### src/rtl/fc_argmax.sv
// Serial argmax over the ten FC class scores, result offered on a valid/ready handshake.
// Define ARGMAX_MARGIN_EN to add the best-minus-second-best class_margin output.
module fc_argmax #(
  parameter int SCORE_WIDTH = 32,
  parameter int IDX_WIDTH   = 4
) (
  input  logic                          clk,
  input  logic                          rst,
  input  logic signed [SCORE_WIDTH-1:0] prob_0,
  input  logic signed [SCORE_WIDTH-1:0] prob_1,
  input  logic signed [SCORE_WIDTH-1:0] prob_2,
  input  logic signed [SCORE_WIDTH-1:0] prob_3,
  input  logic signed [SCORE_WIDTH-1:0] prob_4,
  input  logic signed [SCORE_WIDTH-1:0] prob_5,
  input  logic signed [SCORE_WIDTH-1:0] prob_6,
  input  logic signed [SCORE_WIDTH-1:0] prob_7,
  input  logic signed [SCORE_WIDTH-1:0] prob_8,
  input  logic signed [SCORE_WIDTH-1:0] prob_9,
  input  logic                          fc_done,
  input  logic                          class_ready,
  output logic                          class_valid,
  output logic        [IDX_WIDTH-1:0]   class_id,
  output logic signed [SCORE_WIDTH-1:0] class_score,
  output logic                          busy,
  output logic                          overrun
`ifdef ARGMAX_MARGIN_EN
  ,
  output logic        [SCORE_WIDTH:0]   class_margin
`endif
);

  typedef enum logic [1:0] {IDLE, SCAN, HOLD} state_t;

  localparam logic [IDX_WIDTH-1:0]          LAST      = IDX_WIDTH'(9);
  localparam logic signed [SCORE_WIDTH-1:0] SCORE_MIN = {1'b1, {(SCORE_WIDTH-1){1'b0}}};

  state_t                          state_q, state_d;
  logic                            fc_done_q, fc_done_d;
  logic        [IDX_WIDTH-1:0]     cnt_q, cnt_d;
  logic signed [SCORE_WIDTH-1:0]   cap_q [10];
  logic signed [SCORE_WIDTH-1:0]   cap_d [10];
  logic signed [SCORE_WIDTH-1:0]   prob_a [10];
  logic signed [SCORE_WIDTH-1:0]   best_q, best_d;
  logic        [IDX_WIDTH-1:0]     best_idx_q, best_idx_d;
  logic                            class_valid_q, class_valid_d;
  logic        [IDX_WIDTH-1:0]     class_id_q, class_id_d;
  logic signed [SCORE_WIDTH-1:0]   class_score_q, class_score_d;
  logic                            overrun_q, overrun_d;

  logic                            start;
  logic                            capture;
  logic signed [SCORE_WIDTH-1:0]   cand;
  logic                            cand_gt;
  logic signed [SCORE_WIDTH-1:0]   scan_best;
  logic        [IDX_WIDTH-1:0]     scan_idx;

`ifdef ARGMAX_MARGIN_EN
  logic signed [SCORE_WIDTH-1:0]   second_q, second_d;
  logic signed [SCORE_WIDTH-1:0]   scan_second;
  logic        [SCORE_WIDTH:0]     margin_q, margin_d;

  // Difference at one extra bit so the most-positive minus most-negative still fits.
  function automatic logic [SCORE_WIDTH:0] margin_of(input logic signed [SCORE_WIDTH-1:0] hi,
                                                     input logic signed [SCORE_WIDTH-1:0] lo);
    logic [SCORE_WIDTH:0] d;
    d = {hi[SCORE_WIDTH-1], hi} - {lo[SCORE_WIDTH-1], lo};
    return d;
  endfunction
`endif

  assign prob_a[0] = prob_0;
  assign prob_a[1] = prob_1;
  assign prob_a[2] = prob_2;
  assign prob_a[3] = prob_3;
  assign prob_a[4] = prob_4;
  assign prob_a[5] = prob_5;
  assign prob_a[6] = prob_6;
  assign prob_a[7] = prob_7;
  assign prob_a[8] = prob_8;
  assign prob_a[9] = prob_9;

  assign start = fc_done & ~fc_done_q;

  always_comb begin
    state_d       = state_q;
    fc_done_d     = fc_done;
    cnt_d         = cnt_q;
    cap_d         = cap_q;
    best_d        = best_q;
    best_idx_d    = best_idx_q;
    class_valid_d = class_valid_q;
    class_id_d    = class_id_q;
    class_score_d = class_score_q;
    overrun_d     = 1'b0;
    capture       = 1'b0;

    cand      = cap_q[cnt_q];
    cand_gt   = cand > best_q;
    scan_best = cand_gt ? cand : best_q;
    scan_idx  = cand_gt ? cnt_q : best_idx_q;
`ifdef ARGMAX_MARGIN_EN
    second_d    = second_q;
    margin_d    = margin_q;
    // A displaced best drops to second place; otherwise the candidate may still beat second.
    scan_second = cand_gt ? best_q : ((cand > second_q) ? cand : second_q);
`endif

    case (state_q)
      IDLE: capture = start;
      SCAN: begin
        overrun_d  = start;
        best_d     = scan_best;
        best_idx_d = scan_idx;
`ifdef ARGMAX_MARGIN_EN
        second_d   = scan_second;
`endif
        if (cnt_q == LAST) begin
          cnt_d         = '0;
          class_valid_d = 1'b1;
          class_id_d    = scan_idx;
          class_score_d = scan_best;
`ifdef ARGMAX_MARGIN_EN
          margin_d      = margin_of(scan_best, scan_second);
`endif
          state_d       = HOLD;
        end else begin
          cnt_d = cnt_q + IDX_WIDTH'(1);
        end
      end
      HOLD: begin
        if (class_ready) begin
          class_valid_d = 1'b0;
          capture       = start;
          if (!start) state_d = IDLE;
        end else begin
          overrun_d = start;
        end
      end
      default: state_d = IDLE;
    endcase

    if (capture) begin
      cap_d      = prob_a;
      best_d     = prob_0;
      best_idx_d = '0;
      cnt_d      = IDX_WIDTH'(1);
`ifdef ARGMAX_MARGIN_EN
      second_d   = SCORE_MIN;
`endif
      state_d    = SCAN;
    end
  end

  always_ff @(posedge clk or posedge rst) begin
    if (rst) begin
      state_q       <= IDLE;
      fc_done_q     <= 1'b0;
      cnt_q         <= '0;
      cap_q         <= '{default: '0};
      best_q        <= '0;
      best_idx_q    <= '0;
      class_valid_q <= 1'b0;
      class_id_q    <= '0;
      class_score_q <= '0;
      overrun_q     <= 1'b0;
`ifdef ARGMAX_MARGIN_EN
      second_q      <= '0;
      margin_q      <= '0;
`endif
    end else begin
      state_q       <= state_d;
      fc_done_q     <= fc_done_d;
      cnt_q         <= cnt_d;
      cap_q         <= cap_d;
      best_q        <= best_d;
      best_idx_q    <= best_idx_d;
      class_valid_q <= class_valid_d;
      class_id_q    <= class_id_d;
      class_score_q <= class_score_d;
      overrun_q     <= overrun_d;
`ifdef ARGMAX_MARGIN_EN
      second_q      <= second_d;
      margin_q      <= margin_d;
`endif
    end
  end

  assign class_valid = class_valid_q;
  assign class_id    = class_id_q;
  assign class_score = class_score_q;
  assign overrun     = overrun_q;
  assign busy        = (state_q != IDLE);
`ifdef ARGMAX_MARGIN_EN
  assign class_margin = margin_q;
`endif

endmodule

### config.mk
export PLATFORM = sky130hd
export DESIGN_NAME = fc_argmax
export DESIGN_NICKNAME = d
export VERILOG_FILES = /design/src/rtl/fc_argmax.sv
export SDC_FILE = /design/constraint.sdc
export NUM_CORES = 1
export LEC_CHECK = 0
export ABC_AREA = 0
export CORE_UTILIZATION = 58
export CTS_BUF_LIST = sky130_fd_sc_hd__clkbuf_8
export DETAILED_ROUTE_END_ITERATION = 6
export GPL_ROUTABILITY_DRIVEN = 0
export PLACE_DENSITY = 0.88
export SLEW_MARGIN = 20
export SYNTH_ARGS = -nofsm -noshare
export SYNTH_HDL_FRONTEND = slang
export SYNTH_SLANG_ARGS = --single-unit
export TNS_END_PERCENT = 30
### constraint.sdc
create_clock -name clk -period 20.3 [get_ports clk]
set_input_delay 3.045 -clock clk [delete_from_list [all_inputs] [get_ports clk]]
set_output_delay 3.045 -clock clk [all_outputs]
set_load 0.03 [all_outputs]
# Yosys cells after proc, flatten, opt, wreduce, memory -nomap -nowiden
# Cells that the tools add are included.
# W data, S select, Z words.
dict set report classes {
  order_cmp 2
  bitwise_logic 3
  n_reduce_logical 7
  add_sub_neg 1
  mux 24
  n_eq_ne 9
  div_mod_pow 0
  shift 0
  mul 0
}
# operator count
set op_table {}
lappend op_table {{$mux W32} 5}
lappend op_table {{$bmux W32 S4} 1}
lappend op_table {{$gt A32 B32 Y1} 1}
lappend op_table {{$mux W4} 6}
lappend op_table {{$ne A3 B3 Y1 const B} 3}
lappend op_table {{$mux W2} 4}
lappend op_table {{$ne A2 B2 Y1 const B} 3}
lappend op_table {{$pmux W1 S2} 3}
lappend op_table {{$pmux W2 S3} 1}
lappend op_table {{$reduce_bool A2 Y1} 3}
lappend op_table {{$ge A5 B5 Y1 const B} 1}
lappend op_table {{$not A4 Y5} 1}
lappend op_table {{$add A4 B1 Y4 const B} 1}
lappend op_table {{$eq A4 B4 Y1 const B} 1}
lappend op_table {{$mux W1} 4}
lappend op_table {{$reduce_and A4 Y1} 1}
lappend op_table {{$reduce_and A3 Y1} 1}
lappend op_table {{$eq A2 B1 Y1 const B} 1}
lappend op_table {{$eq A2 B2 Y1 const B} 1}
lappend op_table {{$logic_not A2 Y1} 1}
lappend op_table {{$reduce_and A2 Y1} 1}
lappend op_table {{$and A1 B1 Y1} 1}
lappend op_table {{$not A1 Y1} 1}
dict set report word_totals {
  output_inout_bits 39
  memories 0
  wordCells 65
  latch_bits 0
  reg_bits 401
  ramBits 0
  input_bits 324
  mem_bits_ro 0
}

# Longest topological paths before layout
# Gate-level depths: netlist of the first run.
dict set report logic_depth {
  word_depth 8
  mapped_depth 17
  mapped_depth_nobuf 14
}

# Least setup slack after synthesis of the first run
# OpenSTA, ideal clock, no wires.
dict set report synth_timing {
  kind {in2reg}
  start {input class_ready}
  end {register cap_q[36] (netlist bit)}
  slack_ns 15.873
  cell_stages 8
  setup_ns 0.065
  t_arrival_ns 4.362
  required_ns 20.235
  path_cell_list {a21oi_1 -> or2_2 -> clkbuf_1 -> clkbuf_1 -> clkbuf_1 -> clkbuf_1 -> nand2_1 -> nand2_1}
}
dict set report synth_between {
  elab_chain_cells 2
}
# item line
set synth_rtl {}
lappend synth_rtl {{from (decl)} 20} ;# input logic class_ready,
lappend synth_rtl {{$mux W1} 131} ;# if (class_ready) begin
lappend synth_rtl {{$pmux W1 S2} 108} ;# case (state_q)
lappend synth_rtl {{to (signal assigned)} 174} ;# cap_q <= cap_d;
lappend synth_rtl {{to (decl)} 40} ;# logic signed [SCORE_WIDTH-1:0] cap_q [10];
# No other way between the ends.
# A chain may end at the register's enable or synchronous reset.

# Worst setup path in the final report of the first run
dict set report layout_timing {
  start {register cnt_q[0]}
  end {register best_q[0]}
}
dict set report layout_between {
  elab_chain_cells 8
}
# item line
set layout_rtl {}
lappend layout_rtl {{from (decl)} 39} ;# logic [IDX_WIDTH-1:0] cnt_q, cnt_d;
lappend layout_rtl {{from (signal assigned)} 173} ;# cnt_q <= cnt_d;
lappend layout_rtl {{$not A4 Y5 (implied by the code) (*)} 97} ;# cand = cap_q[cnt_q];
lappend layout_rtl {{$bmux W32 S4 (*)} 97}
lappend layout_rtl {{$mux W32 (implied by the code) (*) (2 in series)} 97}
lappend layout_rtl {{$gt A32 B32 Y1} 98} ;# cand_gt = cand > best_q;
lappend layout_rtl {{$mux W32 (*)} 99} ;# scan_best = cand_gt ? cand : best_q;
lappend layout_rtl {{$mux W32 (*)} 108}
lappend layout_rtl {{$mux W32 (*)} 142} ;# if (capture) begin
lappend layout_rtl {{to (signal assigned)} 175} ;# best_q <= best_d;
lappend layout_rtl {{to (decl)} 43} ;# logic signed [SCORE_WIDTH-1:0] best_q, best_d;
# Mark *: on every way between the ends. The rest lies on a longest branch, timed or not. The select of a mux whose other input is x is not followed.

==> results of run 1 <==
-- area by class of cell --
cell class	instances	area share (%)
multi-input cells	1597	34.8
inverters	42	0.681
clock buffers	79	4.48
well taps	442	2.28
flip-flops and latches	401	41.4
repair buffers	381	15.7
clock inverters	31	0.614
diodes	2	0.0206
-- layer usage --
layer,wire [um],track usage (%),part of all wire [%]
met1,22800,47.4,38
met2,27300,55.2,46
met3,7120,10.8,12
met4,2710,16.4,4.5
met5,0,0,0
-- critical path, cell delays in order (launching register included) --
cell and delay (ps):
dfrtp_4 700, buf_4 540, buf_4 860, mux4_2 610, nand2_1 90, o21ai_0 250
ha_1 560, nand4_1 260, nor4bb_1 580, o31ai_1 270, a21oi_4 940, o21ai_2 400
buf_4 340, o311ai_0 280
-- flip-flops by register name, indices dropped and copies added (netlist names) --
| name | cells |
|---|---|
| best_idx_q | 4 |
| best_q | 32 |
| cap_q | 320 |
| class_id | 4 |
| class_score | 32 |
| class_valid | 1 |
| cnt_q | 4 |
| fc_done_q | 1 |
| overrun | 1 |
| state_q | 2 |
-- cells in the final DEF, fill, tap and decap left out, types with 36 or more instances in the layout --
cell and n:
clkbuf_8 79, mux4_2 64, a21oi_1 86, nor2_1 74
nand3_1 42, dfrtp_1 399, nand2_1 1071, inv_1 61
o21ai_0 44, o211ai_1 36, ha_1 37, clkdlybuf4s50_1 362
-- cells by family after synthesis --
logic type                 Yosys count  synth area share, %
AOI/OAI and AO/OA                  220                 6.96
adders and majority gates           37                 2.41
buffers and inverters              188                 3.99
DFF                                401                 52.3
muxes                               96                 9.18
and+or+nand+nor                   1244                 25.2
-- worst paths after layout --
| path | startpoint | endpoint | slack, ps |
|---|---|---|---|
| worst max-delay path | cnt_q[0]$_DFFE_PP0P_ | best_q[0]$_DFFE_PP0P_ | 13350 |
| worst min-delay path | cap_q[261]$_DFFE_PP0P_ | cap_q[261]$_DFFE_PP0P_ | 470 |
| worst max register to register | cnt_q[0]$_DFFE_PP0P_ | best_q[0]$_DFFE_PP0P_ | 13350 |
| worst min register to register | cap_q[261]$_DFFE_PP0P_ | cap_q[261]$_DFFE_PP0P_ | 470 |
| max in group asynchronous | rst | cap_q[18]$_DFFE_PP0P_ | 15140 |
| min in group asynchronous | rst | cap_q[155]$_DFFE_PP0P_ | 3020 |
-- through the flow --
| stage | power, W | util [%] | setup slack (ps) |
|---|---|---|---|
| after floorplan | 0.00288 | - | 6100 |
| after detailed placement | 0.00353 | 70.6 | 13480 |
| after global routing | 0.00454 | 74.6 | 13020 |
| after global placement | 0.00341 | 70.6 | 13660 |
| after CTS | 0.00422 | 74.4 | 13460 |
| final | 0.00429 | 74.6 | 13350 |
-- report_power, final --
group          total [W]  leakage (nW)  internal (W)  switching (W)
combinational    0.00219          6.10      0.000831        0.00136
clock           0.000680         0.708      0.000353       0.000328
sequential       0.00142          5.02       0.00117       0.000251
==> metrics.txt, run 1 <==
number of buffers created by CTS=66; Critical Path Start Type=register; PwrDens=177 nW/um^2; Ports=363; syn_nets=around 2500; setup repair bufs after CTS=0; Area contributors post-synth=dfrtp_1, nand2_1, mux4_2, ha_1, a21oi_1; DRT iter0 DRCs=2269; Max Clock Skew=31.1 ps; total die area=33800 um^2; Final min period=6950 ps; Hold Slack=472 ps; Via Count=17383; clock root buffer=clkbuf_8; f_max=0.144 GHz; Hold-fix buffers, CTS=0; Post-Synthesis Cells=roughly 2200; layout cells sized above 1=7.43%; final period utilization=about a third; Layout area overhead=26.4%; Slew @ Worst Pin=1140 ps; Worst-path clk slew=~60 ps; r2r worst-path depth=13; first-pass GRT wire length=between 90000 and 100000 um; antenna violations before repair=1; most common cell in the netlist=nand2_1; layout net count=2850; RSZ-0062 raised after global routing=false; EDFF count, synth=0; failing checks=DRC; clk_lat worst skew=600 ps; Yosys warning count=0; vias per inst=a little under 6; Final Non-Filler Cells=2975; Yosys top cell by area=dfrtp_1; CP Capture Type=register; Crit path arrival time=7430 ps; Max FO, Critical Path=50; grt ovf=0; wire length per cell=20.1 um; I/O Buffers=362; placed cell area=roughly 23000 um^2; Netlist cell types=44; pin count of the biggest net entering global routing=202; filler cell count=between 2000 and 2500; Final Slew Violations=0; Detailed Place HPWL=about 41000 um; Die Wd=between 150 and 200 um; CTS H-tree lvls=3; most frequent cells after synthesis=nand2_1, dfrtp_1, clkbuf_1; FFs w/ async S/R, synth=between 90% and 100%; final setup vio count=0; Longest Clk Path Bufs=3; vias in the first global route=~17000; Rel. slew slack=about a quarter; Placed Instances=2862; Worst EP required=between 20000 and 25000 ps; Worst Path Class, Setup=reg -> reg; core area=roughly 33000 um^2; worst hold path depth=2; Die Y=184 um; post_cts resized=0; Peak VDD IR=0.145 mV; MaxCap Viol Count=0; post-synth top area share=a little over half; Mapped Avg Cell Area=8.78 um^2; Tot GR Track Use=a little over a third; final setup TNS=0 ps; hold crit path type=reg -> reg; flops & latches, synth=401; Static Leak=11.8 nW; Most used DFF post-synth=dfrtp_1; clock sinks=401; WL final=59900 um; row cnt=66; CTS tree=built; synthesized area=19200 um^2; post-route ant nets=0; flip-flop and latch area=10000 um^2; drt drc=1; Pre-antenna DRT Iters=7; status=complete, but fails checks; Seq/Total Area, Yosys=52.3%; post-route cell area=between 20000 and 25000 um^2; area of the multi-input gates=8440 um^2; final hold vios=0; starting density of the core=59.0%
Note: power is estimated with default switching activity, not from simulation.
==> inputs of run 2 (changes only) <==
Settings changed: CORE_UTILIZATION 58 to 54, PLACE_DENSITY 0.88 to 0.82.
Clock period 20.3 ns to 6.76 ns, I/O delays scaled along.
==> metrics.txt, run 2 (synthesis gave the netlist of run 1 again) <==
status=finished clean; Die Wd=191 um (+3.6%); Ports=363 (unchanged); setup repair bufs after CTS=0 (unchanged); worst hold path depth=2 (unchanged); number of buffers created by CTS=68 (+3.0%); hold crit path type=reg -> reg; Die Y=191 um (+3.6%); sw power=0.00580 W (+200%); core area=34800 um^2 (+7.0%); Static Leak=11.9 nW (+0.34%); Max Clock Skew=36.2 ps (+5.09 ps); post-route ant nets=0 (unchanged); WL final=59100 um (-1.3%); PwrDens=533 nW/um^2 (+200%); I/O Buffers=362 (unchanged); clock root buffer=clkbuf_8; final setup vio count=0 (unchanged); Final Slew Violations=0 (unchanged); R2R Path Start=cnt_q[1]$_DFFE_PP0P_; clock sinks=401 (unchanged); starting density of the core=55.2% (-3.8 points); WHS Endpoint=cap_q[99]$_DFFE_PP0P_; Detailed Place HPWL=40900 um (-0.95%); Layout area overhead=27.1%; flip-flop and latch area=10000 um^2 (unchanged); Crit path arrival time=6190 ps (-1240 ps); total die area=36300 um^2 (+7.3%); Critical Path Start Type=register; filler cell count=2645 (+18%); area of the multi-input gates=8450 um^2 (+0.19%); CTS H-tree lvls=3 (unchanged); vias in the first global route=17331 (+0.040%); reg2reg end=best_q[9]$_DFFE_PP0P_; cell-internal power=0.00719 W (+210%); post-route cell area=24400 um^2 (+0.53%); wire length per cell=19.8 um (-1.8%); CTS tree=built; Largest Register=cap_q; Worst-path clk slew=60 ps (about the same); Final min period=5770 ps (-1180 ps); first-pass GRT wire length=92600 um (-0.12%); placed cell area=23100 um^2 (+0.49%); total power=0.0130 W (+200%); Slew @ Worst Pin=1160 ps (+22.0 ps); pin count of the biggest net entering global routing=182 (-9.9%); f_max=0.173 GHz (+20%); Max FO, Critical Path=50 (unchanged); commonest non-fill, non-tap cell in the layout=nand2_1; r2r worst-path depth=14 (+1); CP Capture Type=register; Hold-fix buffers, CTS=0 (unchanged); final hold vios=0 (unchanged); RSZ-0062 raised after global routing=false; row cnt=68 (+3.0%); Worst EP required=7180 ps (-13600 ps); Peak VDD IR=0.473 mV (+230%); max reg flops=320 (unchanged); MaxCap Viol Count=0 (unchanged); DRT iter0 DRCs=2143 (-5.6%); vias per inst=5.72 (-2.1%); final core utilization=70.1% (-4.5 points); logic gate share of total power=51.1% (about the same); most frequent cells in the layout=nand2_1, dfrtp_1, clkdlybuf4s50_1, a21oi_1, clkbuf_8; Rel. slew slack=20.4% (-3.3 points); Final Non-Filler Cells=2989 (+0.47%); drt drc=0 (-1); final period utilization=85.3% (+51 points); antenna violations before repair=5 (+4); final setup TNS=0 ps (unchanged); Pre-antenna DRT Iters=6 (-1); layout cells sized above 1=7.43% (unchanged); Worst Path Class, Setup=reg -> reg; clk_lat worst skew=600 ps (about the same); Via Count=17095 (-1.7%); clock group share of total power=15.8% (about the same); Hold Startpoint=cap_q[99]$_DFFE_PP0P_; Tot GR Track Use=33.1% (-2.9 points); grt ovf=0 (unchanged); Switching Share=44.7% (-0.45 points); Flop pwr share=33.2% (about the same); layout net count=2855 (+0.18%); flop-to-flop setup slack=990 ps (-12360 ps); Placed Instances=2877 (+0.52%); Longest Clk Path Bufs=3 (unchanged); post_cts resized=0 (unchanged)
[run 2: cell types whose count changed in the layout (fill, tap and decap cells not counted), moves of 2 or more]
cell,previous run,this run
buf_12,2,7
buf_6,2,0
clkbuf_8,79,81
clkinv_2,5,3
[run 2: power by group through the flow]
| stage | logic (W) | clock network (W) | registers (W) |
|---|---|---|---|
| after global routing | 0.00724 | 0.00217 | 0.00442 |
| after detailed placement | 0.00640 | 0 | 0.00432 |
| after global placement | 0.00611 | 0 | 0.00425 |
| final | 0.00664 | 0.00205 | 0.00431 |
| after floorplan | 0.00449 | 0 | 0.00415 |
| after CTS | 0.00645 | 0.00207 | 0.00429 |
[run 2: area by class of cell]
cell class | instances | share of cell area [%]
Antenna cell | 3 | 0.0308
Clock inverter | 26 | 0.493
Inverter | 42 | 0.662
Multi-Input combinational cell | 1597 | 34.7
Clock buffer | 81 | 4.57
Sequential cell | 401 | 41.2
Tap cell | 455 | 2.33
Timing Repair Buffer | 384 | 16.1
[run 2: worst max path at each step]
stage | startpoint | end | slack [ps]
after floorplan | rst | best_idx_q[0]$_DFFE_PP0P_ | 350
after global placement | cnt_q[0]$_DFFE_PP0P_ | best_q[17]$_DFFE_PP0P_ | 1450
after detailed placement | cnt_q[1]$_DFFE_PP0P_ | best_q[9]$_DFFE_PP0P_ | 1160
after CTS | cnt_q[0]$_DFFE_PP0P_ | best_q[9]$_DFFE_PP0P_ | 1020
after global routing | cnt_q[0]$_DFFE_PP0P_ | best_q[9]$_DFFE_PP0P_ | 860
final | cnt_q[1]$_DFFE_PP0P_ | best_q[9]$_DFFE_PP0P_ | 990
[run 2: metal layers]
metal | global-route usage (%) | part of all wire (%)
met2 | 51.7 | 47
met3 | 7.27 | 9.6
met5 | 0 | 0.078
met1 | 45.8 | 40
met4 | 11.9 | 3.2
[run 2: through the flow]
step | hold slack (ps) | setup slack (ps)
3_3_place_gp | 452 | 1450
3_5_place_dp | 458 | 1160
4_1_cts | 473 | 1020
2_1_floorplan | 440 | 346
5_1_grt | 491 | 862
6_report | 473 | 992
[run 2: critical path, stage by stage (launching register included)]
cell	delay (ps)
dfrtp_4	640
buf_4	700
mux4_2	480
nand2_1	110
o21ai_0	150
ha_1	350
a21oi_1	170
o21ai_1	110
a221o_1	390
a2111oi_0	1030
a21oi_4	340
buf_16	270
o21ai_2	220
buf_4	410
o211ai_1	180
==> inputs of run 3 (changes only) <==
Settings changed: CORE_MARGIN from default to 3.
==> metrics.txt, run 3 (synthesis gave the netlist of run 1 again) <==
Max FO, Critical Path=23 (-54%); Worst-path clk slew=60 ps (about the same); cell-internal power=0.00719 W (about the same); commonest non-fill, non-tap cell in the layout=nand2_1; max reg flops=320 (unchanged); grt ovf=0 (unchanged); pre-CTS WS=1130 ps (-26.2 ps); Worst EP required=7170 ps (about the same); layout cells sized above 1=7.76% (+0.33 points); Layout area overhead=27.2%; Tot GR Track Use=31.0% (-2.1 points); flip-flop and latch area=10000 um^2 (unchanged); r2r worst-path depth=15 (+1); GR Util met1=42.7% (-3.1 points); final hold vios=0 (unchanged); vias in the first global route=17387 (+0.32%); Hold Slack=469 ps (-4.60 ps); Switching Share=44.2% (-0.45 points); total die area=37800 um^2 (+4.2%); M2 GR Usage=47.2% (-4.5 points); setup repair bufs after CTS=0 (unchanged); reg2reg end=best_q[0]$_DFFE_PP0P_; Worst Path Class, Setup=reg -> reg; DRT iter0 DRCs=1601 (-25%); R2R Path Start=cnt_q[1]$_DFFE_PP0P_; I/O Buffers=362 (unchanged); Slew @ Worst Pin=1150 ps (-13.7 ps); Hold-fix buffers, CTS=0 (unchanged); logic gate share of total power=50.4% (-0.7 points); CTS tree=built; number of buffers created by CTS=67 (-1.5%); Static Leak=11.9 nW (+0.21%); grt met3 use=8.58% (+1.3 points); vias per inst=5.69 (-0.58%); Detailed Place HPWL=41200 um (+0.60%); Max Clock Skew=31.1 ps (-5.15 ps); core area=34800 um^2 (unchanged); final setup vio count=0 (unchanged); starting density of the core=55.2% (unchanged); Ports=363 (unchanged); Critical Path Start Type=register; Via Count=17042 (-0.31%); clock root buffer=clkbuf_8; Die Wd=195 um (+2.1%); hold crit path type=reg -> reg; Pre-antenna DRT Iters=6 (unchanged); Crit path arrival time=5980 ps (-210 ps); Die Y=195 um (+2.1%); clock sinks=401 (unchanged); drt drc=0 (unchanged); post-route ant nets=0 (unchanged); WL final=58700 um (-0.74%); CP Capture Type=register; WHS Endpoint=cap_q[280]$_DFFE_PP0P_; status=finished clean; GRT Max-Usage Layer=met2; area of the multi-input gates=8450 um^2 (about the same); Hold Startpoint=cap_q[280]$_DFFE_PP0P_; most frequent cells in the layout=nand2_1, dfrtp_1, clkdlybuf4s50_1, a21oi_1, clkbuf_8; clk_lat worst skew=580 ps (-20 ps); Longest Clk Path Bufs=3 (unchanged); Flop pwr share=33.2% (about the same); row cnt=68 (unchanged); antenna violations before repair=6 (+1); Largest Register=cap_q; Final Slew Violations=0 (unchanged); final period utilization=82.4% (-2.9 points); Rel. slew slack=23.3% (+2.9 points); f_max=0.179 GHz (+3.5%); wire length per cell=19.6 um (-1.0%); CTS H-tree lvls=3 (unchanged); MaxCap Viol Count=0 (unchanged); PwrDens=528 nW/um^2 (-1.0%); first-pass GRT wire length=93700 um (+1.2%); clock group share of total power=16.4% (+0.6 points); setup ws final=1190 ps (+195 ps); Peak VDD IR=0.546 mV (+15%); sw power=0.00569 W (-1.9%); filler cell count=2635 (-0.38%); post_cts resized=0 (unchanged); Final min period=5570 ps (-195 ps); worst hold path depth=2 (unchanged); RSZ-0062 raised after global routing=false; pin count of the biggest net entering global routing=175 (-3.8%); flop-to-flop setup slack=1190 ps (+190 ps); layout net count=2856 (+0.035%); final setup TNS=0 ps (unchanged)
run 3: worst max path at each step:
stage	start	endpoint	slack, ps	cells past startpoint
after CTS	cnt_q[1]$_DFFE_PP0P_	class_score[12]$_DFFE_PP0P_	1030	14
final	cnt_q[1]$_DFFE_PP0P_	best_q[0]$_DFFE_PP0P_	1190	15
after global routing	cnt_q[1]$_DFFE_PP0P_	best_q[0]$_DFFE_PP0P_	930	15
after detailed placement	cnt_q[0]$_DFFE_PP0P_	class_score[13]$_DFFE_PP0P_	1130	12
after global placement	cnt_q[0]$_DFFE_PP0P_	class_score[18]$_DFFE_PP0P_	1310	12
after floorplan	rst	best_idx_q[0]$_DFFE_PP0P_	350	1
run 3: stage by stage:
stage / area, um^2 / cells / power (W) / util (%)
floorplan: 19200 / 2186 / 0.00864 / -
global placement: 23100 / 2881 / 0.0103 / 66.4
detailed placement: 23100 / 2881 / 0.0106 / 66.4
CTS: 24400 / 2995 / 0.0128 / 70.2
global route: 24400 / 2995 / 0.0138 / 70.2
finish: 24400 / 2997 / 0.0129 / 70.2
run 3: worst max-delay path, cell delays in order, from the launching register on:
cell and delay [ps]:
dfrtp_4 660, inv_1 140, nand2_1 460, buf_4 430, nor2_1 100, a21oi_1 180, o21ai_0 160, ha_1 360
a21oi_1 170, o21ai_1 120, a221o_1 400, a2111oi_0 990, a21oi_4 120, o21ai_2 530, buf_4 400, o311ai_0 150
run 3: area by class of cell:
cell class / count / area share [%]
Inverter: 42 / 0.661
Clock buffer: 86 / 4.85
Antenna cell: 2 / 0.0205
Tap cell: 455 / 2.33
Timing Repair Buffer: 386 / 15.9
Clock inverter: 28 / 0.533
Sequential cell: 401 / 41.1
Multi-Input combinational cell: 1597 / 34.6
run 3: layer usage:
layer,up-vias,wire [um]
met3,173,6290
li1,7757,-
met1,8157,22900
met4,12,2290
met5,-,105
met2,943,27100
run 3: power by group through the flow:
stage          registers [W]  clock network [W]  logic [W]
2_1_floorplan        0.00415                  0    0.00449
3_3_place_gp         0.00424                  0    0.00610
3_5_place_dp         0.00430                  0    0.00634
4_1_cts              0.00427            0.00214    0.00638
5_1_grt              0.00440            0.00226    0.00714
6_report             0.00428            0.00212    0.00649
